--- config.mk ---
export PLATFORM = sky130hd
export DESIGN_NAME = posit_mul_seq
export DESIGN_NICKNAME = d
export VERILOG_FILES = /design/src/rtl/posit_mul_seq.sv
export SDC_FILE = /design/constraint.sdc
export NUM_CORES = 1
export LEC_CHECK = 0
export ABC_AREA = 1
export BUFFER_PORTS_ARGS = -buffer_cell sky130_fd_sc_hd__buf_4
export CORE_MARGIN = 2
export CORE_UTILIZATION = 55
export CTS_CLUSTER_SIZE = 30
export DETAILED_ROUTE_END_ITERATION = 10
export PLACE_DENSITY = 0.78
export SYNTH_ARGS = -nofsm -noshare
export SYNTH_HDL_FRONTEND = slang
export SYNTH_SLANG_ARGS = --single-unit
--- constraint.sdc ---
create_clock -name clk -period 7.51 [get_ports clk]
set_input_delay 0.751 -clock clk [delete_from_list [all_inputs] [get_ports clk]]
set_output_delay 0.751 -clock clk [all_outputs]
set_load 0.01 [all_outputs]
--- src/rtl/posit_mul_seq.sv ---
// Sequential posit mantissa multiplier: one shift-add step per cycle, then a single
// normalization step. Special operands (inf/zero) bypass the datapath.
//
// state | meaning
// ------+-----------------------------------------------------------
// IDLE  | waiting for an operand pair, in_ready=1
// MUL   | N shift-add steps over b_mant, LSB first
// NORM  | align product MSB to bit 2N-1, adjust scale, load results
// DONE  | out_valid=1, results held until out_ready
module posit_mul_seq #(
    parameter int N  = 32,
    parameter int ES = 2,
    parameter int RS = $clog2(N)
) (
    input  logic                  clk,
    input  logic                  rst,
    input  logic                  in_valid,
    output logic                  in_ready,
    input  logic                  a_sign,
    input  logic                  b_sign,
    input  logic signed [RS:0]    a_k,
    input  logic signed [RS:0]    b_k,
    input  logic [ES-1:0]         a_exp,
    input  logic [ES-1:0]         b_exp,
    input  logic [N-1:0]          a_mant,
    input  logic [N-1:0]          b_mant,
    input  logic                  a_inf,
    input  logic                  b_inf,
    input  logic                  a_zero,
    input  logic                  b_zero,
    output logic                  out_valid,
    input  logic                  out_ready,
    output logic                  out_sign,
    output logic signed [RS+ES+2:0] out_scale,
    output logic [2*N-1:0]        out_mant,
    output logic                  out_inf,
    output logic                  out_zero
);

    localparam int SW = RS + ES + 3;
    localparam int CW = (N > 1) ? $clog2(N) : 1;
    localparam logic [CW-1:0] CNT_LAST = CW'(N - 1);

    localparam logic [1:0] S_IDLE = 2'd0;
    localparam logic [1:0] S_MUL  = 2'd1;
    localparam logic [1:0] S_NORM = 2'd2;
    localparam logic [1:0] S_DONE = 2'd3;

    logic [1:0]     state_q,     state_d;
    logic [CW-1:0]  cnt_q,       cnt_d;
    logic [2*N-1:0] acc_q,       acc_d;
    logic [2*N-1:0] mcand_q,     mcand_d;
    logic [N-1:0]   mplier_q,    mplier_d;
    logic [SW-1:0]  scale_q,     scale_d;
    logic           sign_q,      sign_d;
    logic           in_ready_q,  in_ready_d;
    logic           out_valid_q, out_valid_d;
    logic           out_sign_q,  out_sign_d;
    logic [SW-1:0]  out_scale_q, out_scale_d;
    logic [2*N-1:0] out_mant_q,  out_mant_d;
    logic           out_inf_q,   out_inf_d;
    logic           out_zero_q,  out_zero_d;

    // Operand scale = k*2^ES + exp; the low ES bits of k<<ES are zero, so OR adds exp.
    logic [SW-1:0] a_kx, b_kx, scale_a, scale_b;
    assign a_kx    = {{(SW-RS-1){a_k[RS]}}, a_k};
    assign b_kx    = {{(SW-RS-1){b_k[RS]}}, b_k};
    assign scale_a = (a_kx << ES) | {{(SW-ES){1'b0}}, a_exp};
    assign scale_b = (b_kx << ES) | {{(SW-ES){1'b0}}, b_exp};

    logic any_inf, any_zero;
    assign any_inf  = a_inf | b_inf;
    assign any_zero = a_zero | b_zero;

    always_comb begin
        state_d     = state_q;
        cnt_d       = cnt_q;
        acc_d       = acc_q;
        mcand_d     = mcand_q;
        mplier_d    = mplier_q;
        scale_d     = scale_q;
        sign_d      = sign_q;
        out_valid_d = out_valid_q;
        out_sign_d  = out_sign_q;
        out_scale_d = out_scale_q;
        out_mant_d  = out_mant_q;
        out_inf_d   = out_inf_q;
        out_zero_d  = out_zero_q;

        case (state_q)
            S_IDLE: begin
                if (in_valid) begin
                    sign_d  = a_sign ^ b_sign;
                    scale_d = scale_a + scale_b;
                    if (any_inf || any_zero) begin
                        state_d     = S_DONE;
                        out_valid_d = 1'b1;
                        out_sign_d  = 1'b0;
                        out_scale_d = '0;
                        out_mant_d  = '0;
                        out_inf_d   = any_inf;
                        out_zero_d  = ~any_inf;
                    end else begin
                        state_d  = S_MUL;
                        cnt_d    = '0;
                        acc_d    = '0;
                        mcand_d  = {{N{1'b0}}, a_mant};
                        mplier_d = b_mant;
                    end
                end
            end
            S_MUL: begin
                if (mplier_q[0]) begin
                    acc_d = acc_q + mcand_q;
                end
                mcand_d  = mcand_q << 1;
                mplier_d = mplier_q >> 1;
                cnt_d    = cnt_q + CW'(1);
                if (cnt_q == CNT_LAST) begin
                    state_d = S_NORM;
                end
            end
            S_NORM: begin
                // Product of two [1,2) mantissas lies in [1,4): at most one bit of shift.
                out_sign_d = sign_q;
                out_inf_d  = 1'b0;
                out_zero_d = 1'b0;
                if (acc_q[2*N-1]) begin
                    out_mant_d  = acc_q;
                    out_scale_d = scale_q + SW'(1);
                end else begin
                    out_mant_d  = acc_q << 1;
                    out_scale_d = scale_q;
                end
                out_valid_d = 1'b1;
                state_d     = S_DONE;
            end
            S_DONE: begin
                if (out_ready) begin
                    out_valid_d = 1'b0;
                    state_d     = S_IDLE;
                end
            end
            default: begin
                state_d = S_IDLE;
            end
        endcase

        in_ready_d = (state_d == S_IDLE);
    end

    always_ff @(posedge clk or posedge rst) begin
        if (rst) begin
            state_q     <= S_IDLE;
            cnt_q       <= '0;
            acc_q       <= '0;
            mcand_q     <= '0;
            mplier_q    <= '0;
            scale_q     <= '0;
            sign_q      <= 1'b0;
            in_ready_q  <= 1'b1;
            out_valid_q <= 1'b0;
            out_sign_q  <= 1'b0;
            out_scale_q <= '0;
            out_mant_q  <= '0;
            out_inf_q   <= 1'b0;
            out_zero_q  <= 1'b0;
        end else begin
            state_q     <= state_d;
            cnt_q       <= cnt_d;
            acc_q       <= acc_d;
            mcand_q     <= mcand_d;
            mplier_q    <= mplier_d;
            scale_q     <= scale_d;
            sign_q      <= sign_d;
            in_ready_q  <= in_ready_d;
            out_valid_q <= out_valid_d;
            out_sign_q  <= out_sign_d;
            out_scale_q <= out_scale_d;
            out_mant_q  <= out_mant_d;
            out_inf_q   <= out_inf_d;
            out_zero_q  <= out_zero_d;
        end
    end

    assign in_ready  = in_ready_q;
    assign out_valid = out_valid_q;
    assign out_sign  = out_sign_q;
    assign out_scale = out_scale_q;
    assign out_mant  = out_mant_q;
    assign out_inf   = out_inf_q;
    assign out_zero  = out_zero_q;

endmodule

# After elaboration in Yosys (flattened, before gate mapping)
# Cells that the tools add are included.
[word_totals]
reg_bits = 257
in_bits = 90
out_inout_bits = 79
[op_classes]
addsub = 4
eq_ne = 9
muxes = 39
bitwise_logic = 6
n_reduce_logical = 11
[op_table]
columns = ["operator", "count"]
rows = [
  ["two-way mux 64 bit", 8],
  ["case mux 64 bit (2 select lines)", 3],
  ["adder 64 bit", 1],
  ["two-way mux 32 bit", 2],
  ["case mux 32 bit (2 select lines)", 1],
  ["two-way mux 10 bit", 3],
  ["bitwise OR 10 x 2 -> 10 bit", 2],
  ["case mux 10 bit (2 select lines)", 1],
  ["adder 10 x 1 -> 10 bit, second input constant", 1],
  ["adder 10 bit", 1],
  ["two-way mux 5 bit", 2],
  ["inequality test 2 bit, second input constant", 5],
  ["case mux 5 bit (2 select lines)", 1],
  ["two-way mux 1 bit", 9],
  ["two-way mux 2 bit", 4],
  ["case mux 2 bit (4 select lines)", 1],
  ["AND reduction 4 bit", 2],
  ["case mux 1 bit (2 select lines)", 3],
  ["AND reduction 3 bit", 2],
  ["adder 5 x 1 -> 5 bit, second input constant", 1],
  ["equality test 5 bit, second input constant", 1],
  ["equality test 2 bit, second input constant", 2],
  ["logical NOT 2 bit", 2],
  ["nonzero test 2 bit", 2],
  ["other kinds (8)", 9],
]

# Logic depth before layout (Yosys ltp)
# Gate-level depths: netlist of the first run.
[depth]
ltp_word = 6
depth_mapped = 16

# Worst setup path before layout of the first run
# Ideal clock, no wire load.
[synth_path]
path_kind = "input to register"
startpoint = "input a_exp[0]"
endpoint = "register scale_q[6]"
setup_time_ns = 0.133
arrival_time_ns = 2.114
setup_slack_ns = 5.264
cell_stages = 13
path_buffers = 0
cell_sequence = "ha_1 inv_1 fa_1 inv_1 a21oi_1 o21ai_0 nand2_1 nand2_1 nand2_1 nand2_1 a21oi_1 o21ai_0 o21ai_0"
[synth_between]
elab_chain_len = 2
[synth_lines]
columns = ["element", "line_no", "text"]
rows = [
  ["start: declaration", "23", "input logic [ES-1:0] a_exp,"],
  ["bitwise OR 10 x 2 -> 10 bit", "68", "assign scale_a = (a_kx << ES) | {{(SW-ES){1'b0}}, a_exp};"],
  ["adder 10 bit", "94", "scale_d = scale_a + scale_b;"],
  ["end signal: assignment", "174", "scale_q <= scale_d;"],
  ["end: declaration", "54", "logic [SW-1:0] scale_q, scale_d;"],
]
# Every way passes these cells.
# A chain may end at the register's enable or synchronous reset.

# Final worst setup path of the first run
[layout_path]
startpoint = "register state_q[0]"
endpoint = "register cnt_q[3]"
[layout_between]
elab_chain_len = 3
word_cells_on_any_way = 7
classes_between = "eq/ne: 3; mux: 1; reduce/logical: 3"
[layout_lines]
columns = ["element", "line_no", "text"]
rows = [
  ["start: declaration", "49", "logic [1:0] state_q, state_d;"],
  ["start signal: assignment", "169", "state_q <= state_d;"],
  ["equality test 2 x 1 -> 1 bit / logical NOT 2 bit (equally long branches)", "90", "case (state_q)"],
  ["nonzero test 2 bit (no line) / inequality test 2 bit (equally long branches)", "-", ""],
  ["AND reduction 3 bit (no line)", "-", ""],
  ["end signal: assignment", "170", "cnt_q <= cnt_d;"],
  ["end: declaration", "50", "logic [CW-1:0] cnt_q, cnt_d;"],
]
# Parallel ways exist; a longest one is shown, timed or not.

==> reports/summary.md, run 1 <==
### Run status
- run status: complete, no violations

### Route
- routed length on met2: 22,600 um
- highest routing layer actually used: met4
- detailed-router iteration count before antenna repair: 5
- sum of routed wire segments on met1: 22,900 um
- number of DRC violations after detailed-routing iteration 0: 1,215
- drt total wl: 50,000 um
- count of antenna-violating nets left after detailed routing: 0
- Routed met3 length: 3530 um
- total DRC errors in the routed layout: 0
- routed wirelength normalized by instance count: 16.2 um
- total number of vias: 16,400
- DR vias/cell: 5.30

### Critical path
- CP Capture Point: cnt_q[3]
- category of the worst setup path launch point: flop
- largest fanout on the critical path: 137
- beginning of the critical path: state_q[0]
- class of the most critical setup path: flop to flop
- required time of the critical path: 7.95 ns
- endpoint of the lowest-slack register-to-register path: cnt_q[3]
- worst setup slack for register-to-register paths: 3.43 ns
- RR Startpoint: state_q[0]
- Critical Path End Type: flop
- R2R cell count: 8
- data arrival at the endpoint of the critical path: 4.52 ns

### Placement
- Place WS: 3.46 ns
- routability congestion estimate: 0.977
- HPWL reported at the end of detailed placement: 37,700 um
- instance area after placement: 18,400 um2
- number of I/O port buffers: 168

### Pwr
- clock share of power: 14.8%
- relative contribution of combinational cells to total power: 58.8%
- pwr dens: 489 nW/um2
- leakage power: 10.9 nW
- share of power burned in registers: 26.4%
- cell internal pwr: 4.65 mW
- switching power summed over all nets: 4.80 mW
- net switching share of the total power: 50.8%
- maximum VDD drop: 0.300 mV

### CTS
- number of cells upsized or downsized after cts: 0
- clock tree root driver cell: sky130_fd_sc_hd__clkbuf_16
- clock tree from TritonCTS: yes
- clock transition at the registers of the reported paths: 0.06 ns
- clock buffer count from CTS: 28
- buffers from clock root to sink, at most: 3
- count of hold buffers inserted by post-cts repair: 0
- clock network latency to the later pin of the worst-skew pair: 0.57 ns
- setup bufs post-CTS: 0
- level count of the clock H-tree: 1
- clock sink count: 257

### Floorplan
- FP Rows: 64
- die height: 179 um
- DIE WIDTH: 179 um
- die outline area: 32,100 um2
- number of top-level pins: 169
- total core area: 30,400 um2
- Initial Util: 55.5%

### Timing
- max-slew violation count: 0
- min Tclk post-route: 4.08 ns
- count of final hold-check violations: 0
- tightest hold margin: 0.103 ns
- transition time at the pin with the least slew margin: 1.26 ns
- share of the clock period used by the worst path: 54.3%
- Max Clock Freq: 0.245 GHz
- Worst slew margin: 16.3%
- RSZ-0062 raised after global routing: no
- Final Skew: 0.0250 ns
- setup violation total in the final timing report: 0
- post-route setup slack: 3.43 ns
- Total Neg Setup Slack: 0 ns

### Logic synthesis
- Synth Flop Type: sky130_fd_sc_hd__dfrtp_1
- synthesis warning total: 0
- share of synthesized area occupied by flip-flops and latches: 38.1%
- post-synth net total: 2,709
- number of unique standard cell types used by synthesis: 41
- Mapped Cells: 2,543
- synthesized area divided by synthesized cell count: 6.65 um2
- proportion of synthesized flip-flops having asynchronous set or reset: 100%
- count of flip-flops with a built-in enable after synthesis: 0
- Yosys reg bits: 257
- synthesized cell area: 16,900 um2

### Layout
- number of nets in the finished design: 2,840
- area growth from synthesis to layout: 14.5%
- Register Area: 6430 um2
- ANT cells: 0
- layout filler cell count: 2,887
- area taken by multi-input logic gates: 8350 um2
- cell area after layout: 19,300 um2
- layout cell share with drive strength beyond 1: 9.21%

### Global routing
- pin count of the biggest net entering global routing: 175
- wire length of the first global-routing pass: 79,100 um
- antenna violations before repair: 0
- vias in the first global route: 15,300
- overall fraction of global-route tracks in use: 31.2%
- grt total ovfl: 0

### Job
- maximum capacitance violations: 0

### Min path
- worst min-delay path category: input pin to async pin

area by class of cell:
| cell class | instances | area share (%) |
|---|---|---|
| clock buffer | 37 | 4.01 |
| timing repair buffer | 178 | 6.97 |
| sequential | 257 | 33.3 |
| inverter | 477 | 9.28 |
| clock inverter | 13 | 0.750 |
| tap | 396 | 2.56 |
| multi-input combinational | 1732 | 43.2 |
placed cells by master, fill, tap and decap left out, drive strengths merged:
cell type and instances:
nor2 187, a2bb2oi 1, dfstp 1, or2 8
clkinvlp 3, o31ai 9, nand3b 2, xnor2 8
nand3 87, a32o 12, a21oi 69, nor4 3
o21ai 236, a211oi 2, nor3 13, a21o 1
inv 476, clkinv 8, o211ai 63, ha 74
clkbuf 37, fa 2, a31oi 2, o22ai 34
nand4 11, nand2 902, o21bai 3, xor2 3
dfrtp 256, buf 178, bufinv 3
synth_stat cells, types with 7 or more instances:
library cell               count  area, um2
sky130_fd_sc_hd__or2_2         7       43.8
sky130_fd_sc_hd__nand3_1      86        430
sky130_fd_sc_hd__o21ai_1      35        175
sky130_fd_sc_hd__xnor2_1       8       70.1
sky130_fd_sc_hd__nand2_1     901       3380
sky130_fd_sc_hd__nor2_1      182        683
sky130_fd_sc_hd__inv_1       472       1770
sky130_fd_sc_hd__a32o_1       12        120
sky130_fd_sc_hd__o21ai_0     201       1010
sky130_fd_sc_hd__clkbuf_1     37        139
sky130_fd_sc_hd__nor3_1       12       60.1
sky130_fd_sc_hd__o22ai_1      34        213
sky130_fd_sc_hd__a21oi_1      69        345
sky130_fd_sc_hd__nand4_1      11       68.8
sky130_fd_sc_hd__o31ai_1       7       52.6
sky130_fd_sc_hd__buf_4         7       52.6
sky130_fd_sc_hd__o211ai_1     62        465
sky130_fd_sc_hd__dfrtp_1     256       6410
sky130_fd_sc_hd__ha_1         74        926
sky130_fd_sc_hd__buf_2        27        135
flip-flops by register name, indices dropped and copies added (netlist names):
register and cells:
acc_q 64, cnt_q 5, in_ready 1, mcand_q 64, mplier_q 32, out_inf 1
out_mant 64, out_scale 10, out_sign 1, out_valid 1, out_zero 1, scale_q 10
sign_q 1, state_q 2
worst max-delay path: stages (launching register included):
cell,delay [ns]
sky130_fd_sc_hd__dfrtp_1,0.47
sky130_fd_sc_hd__inv_2,0.12
sky130_fd_sc_hd__nor2_4,0.69
sky130_fd_sc_hd__inv_2,0.61
sky130_fd_sc_hd__nand2_4,0.48
sky130_fd_sc_hd__buf_4,0.97
sky130_fd_sc_hd__nand4_1,0.23
sky130_fd_sc_hd__o21ai_0,0.24
sky130_fd_sc_hd__a21oi_1,0.06
worst min path at each step:
stage / startpoint / endpoint / slack (ns) / depth (start not counted)
floorplan: sign_q / sign_q / 0.45 / 2
global placement: out_mant[63] / out_mant[63] / 0.46 / 2
detailed placement: out_mant[48] / out_mant[48] / 0.47 / 2
CTS: rst / mcand_q[19] / 0.09 / 2
global route: rst / mcand_q[19] / 0.1 / 2
finish: rst / mcand_q[19] / 0.10 / 2
power by group through the flow:
stage / Combinational, mW / Clock (mW) / Sequential, mW
after global routing: 6.27 / 1.47 / 2.57
after detailed placement: 5.48 / 0 / 2.50
after floorplan: 3.92 / 0 / 2.40
final: 5.56 / 1.40 / 2.49
after global placement: 5.33 / 0 / 2.48
after CTS: 5.51 / 1.42 / 2.49
cells by family after synthesis:
kind of cell    synth area share [%]
flops                           38.1
xor+xnor                       0.570
simple gates                    28.3
buf+inv                         12.7
fa+ha+maj                       5.72
compound gates                  14.7
per-layer routing:
metal / vias to the layer above / global-route usage (%)
met5: - / 0
met4: 0 / 6.85
met3: 60 / 4.98
met2: 472 / 50.0
met1: 7651 / 44.6
li1: 8195 / -
metrics by stage:
step	instances	util (%)	total power, mW
2_1_floorplan	2543	-	6.32
3_3_place_gp	3040	60.5	7.81
3_5_place_dp	3040	60.5	7.98
4_1_cts	3090	63.6	9.42
5_1_grt	3090	63.6	10.3
6_report	3090	63.6	9.45
Note: power is estimated with default switching activity, not from simulation.
==> run 2, diff against run 1 <==
Clock period 7.51 ns to 3.6 ns, I/O delays scaled along.
==> run 2 against run 1 <==
Effect of this change:
- clock-buffer cell count is 8 higher
- combinational power is 110% higher
- die area stayed put
- cell count is 0.13% higher
- non-clock buffer count is 4 higher
- critical path type unchanged
- largest power group unchanged
- highest routed layer unchanged
==> reports/summary.md, run 2 (synthesized netlist as in run 1, its figures left out) <==
### Critical path
- required time of the critical path: 4.10 ns
- class of the most critical setup path: flop to flop
- largest fanout on the critical path: 42
- data arrival at the endpoint of the critical path: 3.30 ns
- category of the worst setup path launch point: flop
- worst setup slack for register-to-register paths: 0.79 ns
- Critical Path End Type: flop
- R2R cell count: 9

### CTS
- clock tree from TritonCTS: yes
- level count of the clock H-tree: 1
- clock tree root driver cell: sky130_fd_sc_hd__clkbuf_16
- number of cells upsized or downsized after cts: 0
- clock network latency to the later pin of the worst-skew pair: 0.56 ns
- clock buffer count from CTS: 29
- buffers from clock root to sink, at most: 3
- clock transition at the registers of the reported paths: 0.06 ns
- clock sink count: 257

### Timing
- post-route setup slack: 0.794 ns
- max-slew violation count: 0
- Worst slew margin: 35.2%
- RSZ-0062 raised after global routing: no
- Max Clock Freq: 0.356 GHz
- transition time at the pin with the least slew margin: 0.973 ns
- min Tclk post-route: 2.81 ns
- setup violation total in the final timing report: 0
- share of the clock period used by the worst path: 77.9%
- Final Skew: 0.0216 ns
- count of final hold-check violations: 0

### Layout
- layout filler cell count: 2,787
- most frequent cells in the layout: 901 x sky130_fd_sc_hd__nand2_1, 471 x sky130_fd_sc_hd__inv_1, 255 x sky130_fd_sc_hd__dfrtp_1
- number of nets in the finished design: 2,845
- cell area after layout: 19,400 um2
- layout cell share with drive strength beyond 1: 9.27%
- ANT cells: 0
- most common library cell in the layout ignoring fill and taps: sky130_fd_sc_hd__nand2_1
- area growth from synthesis to layout: 15.0%

### Global routing
- overall fraction of global-route tracks in use: 31.3%
- antenna violations before repair: 1
- vias in the first global route: 15,200
- wire length of the first global-routing pass: 79,100 um
- grt total ovfl: 0
- pin count of the biggest net entering global routing: 141

### Pwr
- share of power burned in registers: 26.0%
- leakage power: 11.0 nW
- pwr dens: 1020 nW/um2
- net switching share of the total power: 50.6%
- relative contribution of combinational cells to total power: 59.2%
- maximum VDD drop: 0.510 mV
- switching power summed over all nets: 10.0 mW
- clock share of power: 14.8%
- cell internal pwr: 9.76 mW
- post-route total power: 19.8 mW

### Route
- total DRC errors in the routed layout: 0
- detailed-router iteration count before antenna repair: 5
- number of DRC violations after detailed-routing iteration 0: 1,188
- DR vias/cell: 5.27
- count of antenna-violating nets left after detailed routing: 0
- routed wirelength normalized by instance count: 16.1 um
- drt total wl: 49,800 um
- total number of vias: 16,300

### Floorplan
- total core area: 30,400 um2
- Initial Util: 55.5%
- DIE WIDTH: 179 um
- die outline area: 32,100 um2
- FP Rows: 64
- die height: 179 um
- number of top-level pins: 169

### Placement
- HPWL reported at the end of detailed placement: 37,700 um
- Place WS: 0.816 ns
- instance area after placement: 18,500 um2
- number of I/O port buffers: 168
- routability congestion estimate: 0.973

### Min path
- instance count along the most critical hold path: 3
- worst min-delay path category: input pin to flop

### Job
- maximum capacitance violations: 0

### Run status
- run status: complete, no violations

==> run 2: cell count changes in the layout (fill, tap and decap cells not counted) <==
| cell | delta |
|---|---|
| sky130_fd_sc_hd__clkinv_4 | +1 |
| sky130_fd_sc_hd__buf_12 | +4 |
| sky130_fd_sc_hd__clkbuf_8 | +7 |
| sky130_fd_sc_hd__clkinv_2 | -6 |
| sky130_fd_sc_hd__buf_4 | -1 |
| sky130_fd_sc_hd__inv_6 | +1 |
| sky130_fd_sc_hd__clkinvlp_4 | -2 |
| sky130_fd_sc_hd__clkbuf_1 | +1 |
| sky130_fd_sc_hd__dlygate4sd3_1 | +1 |
| sky130_fd_sc_hd__bufinv_16 | -2 |
==> run 2: layer usage <==
layer  track usage (%)  routed length, um  vias up
met2              49.5              22100      509
met1              44.6              23000     7517
met5                 0                  0        -
met3              6.17               3920       49
li1                  -                  -     8225
met4              6.35                793        0
==> run 2: worst paths after layout <==
| kind | end | from |
|---|---|---|
| worst max register to register | acc_q[19] | state_q[0] |
| worst min-delay path | mcand_q[0] | a_mant[0] |
| min in group asynchronous | mcand_q[22] | rst |
| worst max-delay path | acc_q[19] | state_q[0] |
| max in group asynchronous | mplier_q[15] | rst |
| worst min register to register | out_mant[31] | out_mant[31] |
==> run 2: critical path, cell delays in order, from the launching register on <==
cell	delay [ns]
sky130_fd_sc_hd__dfrtp_1	0.47
sky130_fd_sc_hd__inv_2	0.11
sky130_fd_sc_hd__nor2_4	0.47
sky130_fd_sc_hd__inv_2	0.26
sky130_fd_sc_hd__nor2_4	0.17
sky130_fd_sc_hd__buf_4	0.52
sky130_fd_sc_hd__inv_2	0.33
sky130_fd_sc_hd__a21oi_1	0.20
sky130_fd_sc_hd__o21ai_0	0.10
sky130_fd_sc_hd__nand2_1	0.08
==> run 2: stage by stage <==
stage	hold WS [ns]	utilization [%]	setup TNS [ns]	cells
final	0.0410	63.9	0	3094
after global routing	0.0429	63.9	0	3094
after CTS	0.0225	63.9	0	3094
after detailed placement	0.439	60.8	0	3043
after global placement	0.437	60.8	0	3043
after floorplan	0.454	-	-37.07	2543
==> run 2: timing repair <==
item                                    CTS  global route
hold buffers                              1             0
endpoints found under the setup margin    0             0
buffers inserted                          0             0
hold endpoints to repair                 20             0
==> run 2: final cells by class <==
type	count	area [um2]	share of cell area (%)
Clock buffer	45	876	4.51
Multi-Input combinational cell	1732	8350	43.0
Clock inverter	5	57.6	0.296
Timing Repair Buffer	182	1430	7.36
Inverter	477	1790	9.23
Sequential cell	257	6430	33.1
Tap cell	396	495	2.55
==> run 2: power groups by stage <==
stage / Sequential (mW) / Clock [mW] / Combinational [mW]
after floorplan: 5.00 / 0 / 8.19
after global placement: 5.11 / 0 / 11.3
after detailed placement: 5.16 / 0 / 11.6
after CTS: 5.13 / 2.97 / 11.6
after global routing: 5.30 / 3.10 / 13.2
final: 5.15 / 2.93 / 11.7
